<file path="src/rtl/ttt_pkg.sv">
// Shared types and constants for the tic-tac-toe turn scheduler.
package ttt_pkg;

    localparam int unsigned NUM_CELLS      = 9;
    localparam logic [3:0]  HIGHLIGHT_NONE = 4'hF;

    typedef enum logic [1:0] {
        EMPTY = 2'b00,
        X     = 2'b01,
        O     = 2'b10
    } cell_t;

    typedef enum logic [1:0] {
        PLAYING = 2'b00,
        X_WIN   = 2'b01,
        O_WIN   = 2'b10,
        DRAW    = 2'b11
    } result_t;

    typedef enum logic [1:0] {
        PLAY  = 2'b00,
        CHECK = 2'b01,
        DONE  = 2'b10
    } state_t;

    // Three rows, three columns, two diagonals (row-major cell indices).
    localparam logic [3:0] WIN_LINES [8][3] = '{
        '{4'd0, 4'd1, 4'd2},
        '{4'd3, 4'd4, 4'd5},
        '{4'd6, 4'd7, 4'd8},
        '{4'd0, 4'd3, 4'd6},
        '{4'd1, 4'd4, 4'd7},
        '{4'd2, 4'd5, 4'd8},
        '{4'd0, 4'd4, 4'd8},
        '{4'd2, 4'd4, 4'd6}
    };

    // Mark placed by the player whose turn it is (turn 0 = X).
    function automatic cell_t mark_of(input logic turn);
        return turn ? O : X;
    endfunction

endpackage

</file>
<file path="src/rtl/ttt_win_detect.sv">
// Combinational line detector: flags when any of the eight lines is fully
// owned by the given player.
module ttt_win_detect
    import ttt_pkg::*;
(
    input  logic [17:0] board,
    input  cell_t       player,
    output logic        line_done
);

    // OR across all lines of "all three cells equal player".
    always_comb begin
        line_done = 1'b0;
        for (int i = 0; i < 8; i++) begin
            if (board[2*WIN_LINES[i][0] +: 2] == player &&
                board[2*WIN_LINES[i][1] +: 2] == player &&
                board[2*WIN_LINES[i][2] +: 2] == player) begin
                line_done = 1'b1;
            end
        end
    end

endmodule

</file>
<file path="src/rtl/ttt_turn_scheduler.sv">
// Tic-tac-toe game sequencer: owns board, cursor and turn, arbitrates moves,
// detects win/draw and handles restart. All outputs are registered.
// Optional turn time limit compiled in with `define TTT_TURN_TIMEOUT_EN.
module ttt_turn_scheduler
    import ttt_pkg::*;
#(
    parameter int unsigned TIMEOUT_CYCLES = 500000000,
    parameter int unsigned TW             = 29
) (
    input  logic        CLOCK_50,
    input  logic        rst,
    input  logic        btn_next,
    input  logic        btn_select,
    output logic [3:0]  cursor,
    output logic [17:0] board,
    output logic        turn,
    output logic [1:0]  result,
    output logic [3:0]  highlight,
    output logic        move_valid,
    output logic        move_reject,
    output logic        timeout_pulse
);

    if (64'(TIMEOUT_CYCLES) >= (64'd1 << TW)) begin : g_tw_check
        $error("TW is too narrow to hold TIMEOUT_CYCLES");
    end

    state_t      state_q, state_d;
    logic [17:0] board_q, board_d;
    logic [3:0]  cursor_q, cursor_d;
    logic        turn_q, turn_d;
    result_t     result_q, result_d;
    logic [3:0]  moves_q, moves_d;
    logic [3:0]  highlight_q, highlight_d;
    logic        move_valid_q, move_valid_d;
    logic        move_reject_q, move_reject_d;
    logic        line_done;
    logic [4:0]  cursor_lsb;

    assign cursor_lsb = {cursor_q, 1'b0};

    // Only the player who just moved can have completed a line.
    ttt_win_detect u_win_detect (
        .board     (board_q),
        .player    (mark_of(turn_q)),
        .line_done (line_done)
    );

`ifdef TTT_TURN_TIMEOUT_EN
    logic [TW-1:0] timer_q;
    logic          timeout_pulse_q, timeout_pulse_d;
    logic          expired;
    logic [3:0]    low_empty;
    logic [4:0]    low_empty_lsb;

    // Turn timer: counts PLAY cycles, zero everywhere else so it restarts on
    // every entry to PLAY (an accepted move always leaves PLAY).
    always_ff @(posedge CLOCK_50 or posedge rst) begin
        if (rst) begin
            timer_q <= '0;
        end else if (state_q == PLAY) begin
            timer_q <= timer_q + 1'b1;
        end else begin
            timer_q <= '0;
        end
    end

    // >= keeps the expiry armed if a rejected select lands on the expiry cycle.
    assign expired = (timer_q >= TW'(TIMEOUT_CYCLES - 1));

    // Lowest-index empty cell; one always exists while in PLAY.
    always_comb begin
        low_empty = 4'd0;
        for (int i = NUM_CELLS - 1; i >= 0; i--) begin
            if (board_q[2*i +: 2] == EMPTY) begin
                low_empty = 4'(i);
            end
        end
    end

    assign low_empty_lsb = {low_empty, 1'b0};
    assign timeout_pulse = timeout_pulse_q;
`else
    assign timeout_pulse = 1'b0;
`endif

    // Next-state and registered-output computation for the game FSM.
    always_comb begin
        state_d       = state_q;
        board_d       = board_q;
        cursor_d      = cursor_q;
        turn_d        = turn_q;
        result_d      = result_q;
        moves_d       = moves_q;
        move_valid_d  = 1'b0;
        move_reject_d = 1'b0;
`ifdef TTT_TURN_TIMEOUT_EN
        timeout_pulse_d = 1'b0;
`endif
        unique case (state_q)
            PLAY: begin
                if (btn_select) begin
                    // Select wins over a simultaneous next or an expiring timer.
                    if (board_q[cursor_lsb +: 2] == EMPTY) begin
                        board_d[cursor_lsb +: 2] = mark_of(turn_q);
                        move_valid_d = 1'b1;
                        moves_d      = moves_q + 4'd1;
                        state_d      = CHECK;
                    end else begin
                        move_reject_d = 1'b1;
                    end
`ifdef TTT_TURN_TIMEOUT_EN
                end else if (expired) begin
                    board_d[low_empty_lsb +: 2] = mark_of(turn_q);
                    cursor_d        = low_empty;
                    move_valid_d    = 1'b1;
                    timeout_pulse_d = 1'b1;
                    moves_d         = moves_q + 4'd1;
                    state_d         = CHECK;
`endif
                end else if (btn_next) begin
                    cursor_d = (cursor_q == 4'(NUM_CELLS - 1)) ? 4'd0 : cursor_q + 4'd1;
                end
            end
            CHECK: begin
                if (line_done) begin
                    result_d = turn_q ? O_WIN : X_WIN;
                    state_d  = DONE;
                end else if (moves_q == 4'(NUM_CELLS)) begin
                    result_d = DRAW;
                    state_d  = DONE;
                end else begin
                    turn_d  = ~turn_q;
                    state_d = PLAY;
                end
            end
            DONE: begin
                if (btn_select) begin
                    board_d  = '0;
                    cursor_d = 4'd0;
                    turn_d   = 1'b0;
                    result_d = PLAYING;
                    moves_d  = 4'd0;
                    state_d  = PLAY;
                end
            end
            default: begin
                state_d = PLAY;
            end
        endcase
        highlight_d = (state_d == DONE) ? HIGHLIGHT_NONE : cursor_d;
    end

    // Game state registers.
    always_ff @(posedge CLOCK_50 or posedge rst) begin
        if (rst) begin
            state_q       <= PLAY;
            board_q       <= '0;
            cursor_q      <= 4'd0;
            turn_q        <= 1'b0;
            result_q      <= PLAYING;
            moves_q       <= 4'd0;
            highlight_q   <= 4'd0;
            move_valid_q  <= 1'b0;
            move_reject_q <= 1'b0;
        end else begin
            state_q       <= state_d;
            board_q       <= board_d;
            cursor_q      <= cursor_d;
            turn_q        <= turn_d;
            result_q      <= result_d;
            moves_q       <= moves_d;
            highlight_q   <= highlight_d;
            move_valid_q  <= move_valid_d;
            move_reject_q <= move_reject_d;
        end
    end

`ifdef TTT_TURN_TIMEOUT_EN
    // Forced-move strobe register.
    always_ff @(posedge CLOCK_50 or posedge rst) begin
        if (rst) begin
            timeout_pulse_q <= 1'b0;
        end else begin
            timeout_pulse_q <= timeout_pulse_d;
        end
    end
`endif

    assign cursor      = cursor_q;
    assign board       = board_q;
    assign turn        = turn_q;
    assign result      = result_q;
    assign highlight   = highlight_q;
    assign move_valid  = move_valid_q;
    assign move_reject = move_reject_q;

endmodule

</file>
<file path="config.mk">
export PLATFORM = sky130hd
export DESIGN_NAME = ttt_turn_scheduler
export DESIGN_NICKNAME = d
export VERILOG_FILES = /design/src/rtl/ttt_pkg.sv /design/src/rtl/ttt_win_detect.sv /design/src/rtl/ttt_turn_scheduler.sv
export SDC_FILE = /design/constraint.sdc
export NUM_CORES = 1
export LEC_CHECK = 0
export ABC_CLOCK_PERIOD_IN_PS = 2580
export BUFFER_PORTS_ARGS = -buffer_cell sky130_fd_sc_hd__buf_2
export CELL_PAD_IN_SITES_DETAIL_PLACEMENT = 0
export CELL_PAD_IN_SITES_GLOBAL_PLACEMENT = 2
export CORE_MARGIN = 4
export CORE_UTILIZATION = 34
export DETAILED_ROUTE_END_ITERATION = 6
export GPL_ROUTABILITY_DRIVEN = 0
export GPL_TIMING_DRIVEN = 1
export MAX_ROUTING_LAYER = met4
export PLACE_DENSITY = 0.87
export SKIP_CTS_REPAIR_TIMING = 1
export SLEW_MARGIN = 15
export SYNTH_ARGS = -nofsm -noshare
export SYNTH_HDL_FRONTEND = slang
export SYNTH_SLANG_ARGS = --single-unit
</file>
<file path="constraint.sdc">
create_clock -name CLOCK_50 -period 2.58 [get_ports CLOCK_50]
set_input_delay 0.387 -clock CLOCK_50 [delete_from_list [all_inputs] [get_ports CLOCK_50]]
set_output_delay 0.387 -clock CLOCK_50 [all_outputs]
set_load 0.05 [all_outputs]
</file>
==> results.cfg, run 1 <==
[status]
status = finished clean

[global_routing]
track_usage_pct = 16.0
gr-total-overflow = 0
antenna_found_initial = 0
grt_start_max_net_pins = 38
grt_pass1_vias = 2003
grt_pass1_wl_um = 10300

[layout]
fin_nets = 296
drive_above_1_share_pct = 23.1
diodes = 0
final_common_cell = dfrtp_1
final_cell_mix = dfrtp_1, buf_2, nand2_1, nor2_1, nand2b_1
fin_util_pct = 41.0
syn_to_final_growth_pct = 15.6
final_cells = 363
fill_cells = 658

[logic_synthesis]
syn_area_um2 = 2280
seq_area_frac_synth_pct = 40.6
synth_async_sr_flop_share_pct = 100
ys_ff_latch = 37
ys_types = 52
netlist_instances = 250
syn_nets = 261
avgSynthCellArea_um2 = 9.12
synth_ff_type = dfrtp_1
synth_edf_count = 0
yosysWarnings = 0

[critical_path]
crit_type = reg -> reg
required_ns = 2.80
reg2reg_depth = 7
worstSetupStartpointType = flip-flop
end_kind = flip-flop
arrival_ns = 2.43
path_max_fanout = 7

[sta]
fmax_mhz = 453
fin_crit_sh_pct = 85.6
worstMarginPinSlew_ns = 0.582
setup_viol = 0
slew_viol_final = 0
final.setup.tns_ns = 0
final_hold_viol_count = 0
rsz0062_at_grt = no
period_needed_ns = 2.21
slew_headroom_pct = 61.2
worst_clock_skew_ns = 0.00591

[placement]
placed_cells = 355
dp.final_hpwl_um = 4600
numPortBuffers = 34

[detailed_routing]
vias = 2013
drt_iter0_drc = 145
drc = 0
first_pass_iters = 4
postRouteAntennaNets = 0
viasPerCell = 5.55
wl_per_cell_um = 16.5
wl_um = 5990

[die]
rows = 29
die_area_um2 = 8080
die_y_um = 89.9
core_area_um2 = 6420
dieWidth_um = 89.9
io_pins = 36
start_util_pct = 35.5

[clocking]
cts_buffers = 5
cts_root_buffer = clkbuf_8
clock_latency_ns = 0.29
clk_pin_slew_ns = 0.07
htree_levels = 2
cts_tree = built
max-clock-path-buffers = 2
clock_sinks = 37

[flow_run]
max_cap_violations = 0

[worst_hold_path]
hold_class = in -> async
==> stage by stage <==
step	hold WS [ns]	area (um2)	worst slack [ns]
after CTS	0.209	2640	0.404
after floorplan	0.483	2280	0.202
final	0.189	2640	0.372
after global routing	0.241	2640	0.182
after global placement	0.501	2520	0.453
after detailed placement	0.520	2520	0.416
==> flip-flops by register name (all words and copies together), names as in the netlist <==
register	count
board	18
move_reject	1
moves_q	4
result	2
state_q	2
move_valid	1
cursor	4
highlight	4
turn	1
==> worst max-delay path, cell delays in order, from the launching register on <==
cell	delay, ns
dfrtp_1	0.46
inv_1	0.10
ha_1	0.24
nand3b_1	0.19
a21boi_0	0.51
nor2_1	0.20
a31oi_1	0.28
a32o_1	0.17
==> worst paths after layout <==
kind                                  from           to  slack (ns)
worst max-delay path             cursor[1]    board[14]        0.37
worst min-delay path                   rst  move_reject        0.19
worst max register to register   cursor[1]    board[14]        0.37
worst min register to register   result[0]    result[0]        0.52
max in group asynchronous              rst     board[3]        2.05
min in group CLOCK_50           btn_select   moves_q[0]        0.39
==> final cells by class <==
class                           count  area [um2]  area share [%]
Tap cell                           77        96.3            3.65
Timing Repair Buffer               40         215            8.16
Sequential cell                    37         926            35.1
Inverter                            9        33.8            1.28
Multi-Input combinational cell    192        1250            47.4
Clock inverter                      1        30.0            1.14
Clock buffer                        7        86.3            3.27
==> cell families after synthesis <==
| family | Yosys count | synth area share, % |
|---|---|---|
| DFF | 37 | 40.6 |
| other | 1 | 0.164 |
| buffers and inverters | 21 | 4.61 |
| adders and majority gates | 7 | 3.84 |
| muxes | 4 | 2.91 |
| xor gates and xnor gates | 2 | 0.769 |
| AOI/OAI and AO/OA | 62 | 20.5 |
| and+or+nand+nor | 116 | 26.6 |
==> metal layers <==
layer / GRT usage (%) / vias to the layer above / routed length [um]
met4: 3.83 / 0 / 61
met5: - / - / 0
met3: 3.59 / 7 / 325
met2: 24.7 / 61 / 2710
li1: - / 977 / -
met1: 21.5 / 968 / 2900
==> synthesized netlist by cell type (all sizes together) (2+ instances only) <==
master	n	area, um2
o2bb2ai	3	26.3
nor2	29	109
a31oi	6	37.5
nor2b	2	12.5
and3	3	18.8
o22ai	10	68.8
a21boi	2	15.0
a21oi	8	55.1
buf	9	60.1
dfrtp	37	926
nand2	33	124
ha	7	87.6
nand2b	11	68.8
nor3b	4	30.0
clkbuf	3	11.3
or3b	3	26.3
a21o	3	22.5
o41ai	2	17.5
o21ai	10	53.8
nor4b	3	47.5
and2	3	18.8
or2	2	12.5
a31o	2	17.5
nor3	6	30.0
inv	9	33.8
nand3	8	40.0
a22o	3	26.3
a32o	6	60.1
nand3b	5	37.5
mux4	2	45.0
a32oi	2	17.5
Power of run 1 is not shown: default switching activity piles up to over one toggle a cycle in this logic, so the estimate is an artifact.
==> run 2: changes to the inputs <==
- GPL_TIMING_DRIVEN: 1 -> 0
==> results.cfg, run 2 (synthesis gave the netlist of run 1 again) <==
[clocking]
cts_buffers = 5
clk_pin_slew_ns = 0.08
clock_sinks = 37
htree_levels = 2
max-clock-path-buffers = 2
cts_root_buffer = clkbuf_8
clock_latency_ns = 0.29
cts_tree = built

[power_and_ir_drop]
p_leak_nw = 1.26
intPower_mw = 1.79
ir_worst_vdd_uv = 645
seqPwrFrac_pct = 26.2
swShare_pct = 54.3
p_per_area_nw_per_um2 = 1460
pwr-share-comb_pct = 62.8
power.clock.fraction_pct = 11.1
netSwitchingPower_mw = 2.13
total_power_mw = 3.92

[sta]
final.setup.tns_ns = 0
final_hold_viol_count = 0
worstMarginPinSlew_ns = 0.654
fin_crit_sh_pct = 89.3
slew_headroom_pct = 56.3
worst_clock_skew_ns = 0.0103
rsz0062_at_grt = no
slew_viol_final = 0
fmax_mhz = 434
period_needed_ns = 2.30
setup_viol = 0

[critical_path]
cp_cell_sequence = buf_2 -> inv_1 -> ha_1 -> nor3b_1 -> nor4b_2 -> mux2i_1
crit_type = reg -> reg
required_ns = 2.80
r2r_setup_slack_ns = 0.28
slowest_stage = nor4b_2
path_max_fanout = 9
r2r-end = board[16]
end_kind = flip-flop
reg2reg_depth = 6
arrival_ns = 2.52
worstSetupStartpointType = flip-flop
r2r_start = cursor[0]
max_stage_delay_ns = 0.46

[die]
core_area_um2 = 6420
start_util_pct = 35.5
dieWidth_um = 89.9
die_area_um2 = 8080
rows = 29
io_pins = 36
die_y_um = 89.9

[worst_hold_path]
hold_class = in -> async

[placement]
numPortBuffers = 34
dp.final_hpwl_um = 4640

[layout]
final_common_cell = buf_2
final_cell_mix = buf_2, dfrtp_1, nand2_1, nor2_1, nand2b_1
fill_cells = 663
fin_nets = 303
diodes = 0
largest_reg_flops = 18
drive_above_1_share_pct = 24.9
syn_to_final_growth_pct = 17.4

[global_routing]
gr-total-overflow = 0
track_usage_pct = 15.6
antenna_found_initial = 0
grt_pass1_wl_um = 10100
grt_start_max_net_pins = 22
grt_pass1_vias = 2034

[detailed_routing]
wl_um = 5870
wl_per_cell_um = 15.9
drt_iter0_drc = 83
drc = 0
viasPerCell = 5.40
vias = 1997
postRouteAntennaNets = 0
first_pass_iters = 4

[flow_run]
max_cap_violations = 0

[status]
status = finished clean
run 2: cell types whose count changed in the layout (fill, tap and decap cells not counted), sizes merged:
| cell | change |
|---|---|
| bufinv | -1 |
| clkbuf | +2 |
| clkinv | +2 |
| buf | +4 |
run 2: worst max path at each step:
stage | slack, ns | end | depth (start not counted) | start
after CTS | 0.15 | board[10] | 8 | cursor[0]
after global routing | 0.06 | board[14] | 8 | cursor[0]
after global placement | 0.17 | board[14] | 8 | cursor[0]
after detailed placement | 0.17 | board[10] | 8 | cursor[0]
final | 0.28 | board[16] | 6 | cursor[0]
after floorplan | 0.20 | board[11] | 8 | cursor[0]
run 2: worst max-delay path: cells and delay by family, from the launching register on:
family | cells | cell delay [ns]
adder cells (fa/ha/maj) | 1 | 0.37
multiplexers | 1 | 0.23
flip-flops | 1 | 0.41
buffers and inverters | 2 | 0.37
AND/OR/NAND/NOR | 2 | 0.85
run 2: metrics by stage:
| step | cells | util [%] | hold WS (ns) | cell area, um2 | setup WS, ns |
|---|---|---|---|---|---|
| finish | 370 | 41.7 | 0.0620 | 2680 | 0.276 |
| global route | 370 | 41.7 | 0.102 | 2680 | 0.0553 |
| CTS | 370 | 41.6 | 0.0799 | 2670 | 0.151 |
| detailed placement | 362 | 40.1 | 0.395 | 2570 | 0.173 |
| global placement | 361 | 39.6 | 0.506 | 2550 | 0.168 |
| floorplan | 250 | - | 0.483 | 2280 | 0.202 |
run 2: power groups by stage:
stage,clock (mW),sequential [mW],combinational [mW]
after floorplan,0,1.66,1.26
after global placement,0,1.03,2.45
after detailed placement,0,1.04,2.46
after CTS,0.440,1.03,2.47
after global routing,0.468,1.07,2.67
final,0.434,1.03,2.46
run 2: area by class of cell:
| cell class | count | area [um2] | share of cell area (%) |
|---|---|---|---|
| inverter | 9 | 33.8 | 1.26 |
| timing repair buffer | 35 | 198 | 7.39 |
| tap | 77 | 96.3 | 3.60 |
| clock inverter | 2 | 13.8 | 0.514 |
| sequential | 37 | 926 | 34.6 |
| multi-input combinational | 192 | 1250 | 46.9 |
| buffer | 12 | 71.3 | 2.66 |
| clock buffer | 6 | 82.6 | 3.09 |
run 2: metal layers:
layer | vias to the layer above | global-route usage [%] | routed length, um
li1 | 988 | - | -
met1 | 965 | 20.5 | 2800
met2 | 34 | 24.1 | 2720
met3 | 10 | 3.01 | 252
met4 | 0 | 5.74 | 96
met5 | - | - | 0
Note: power is estimated with default switching activity, not from simulation.
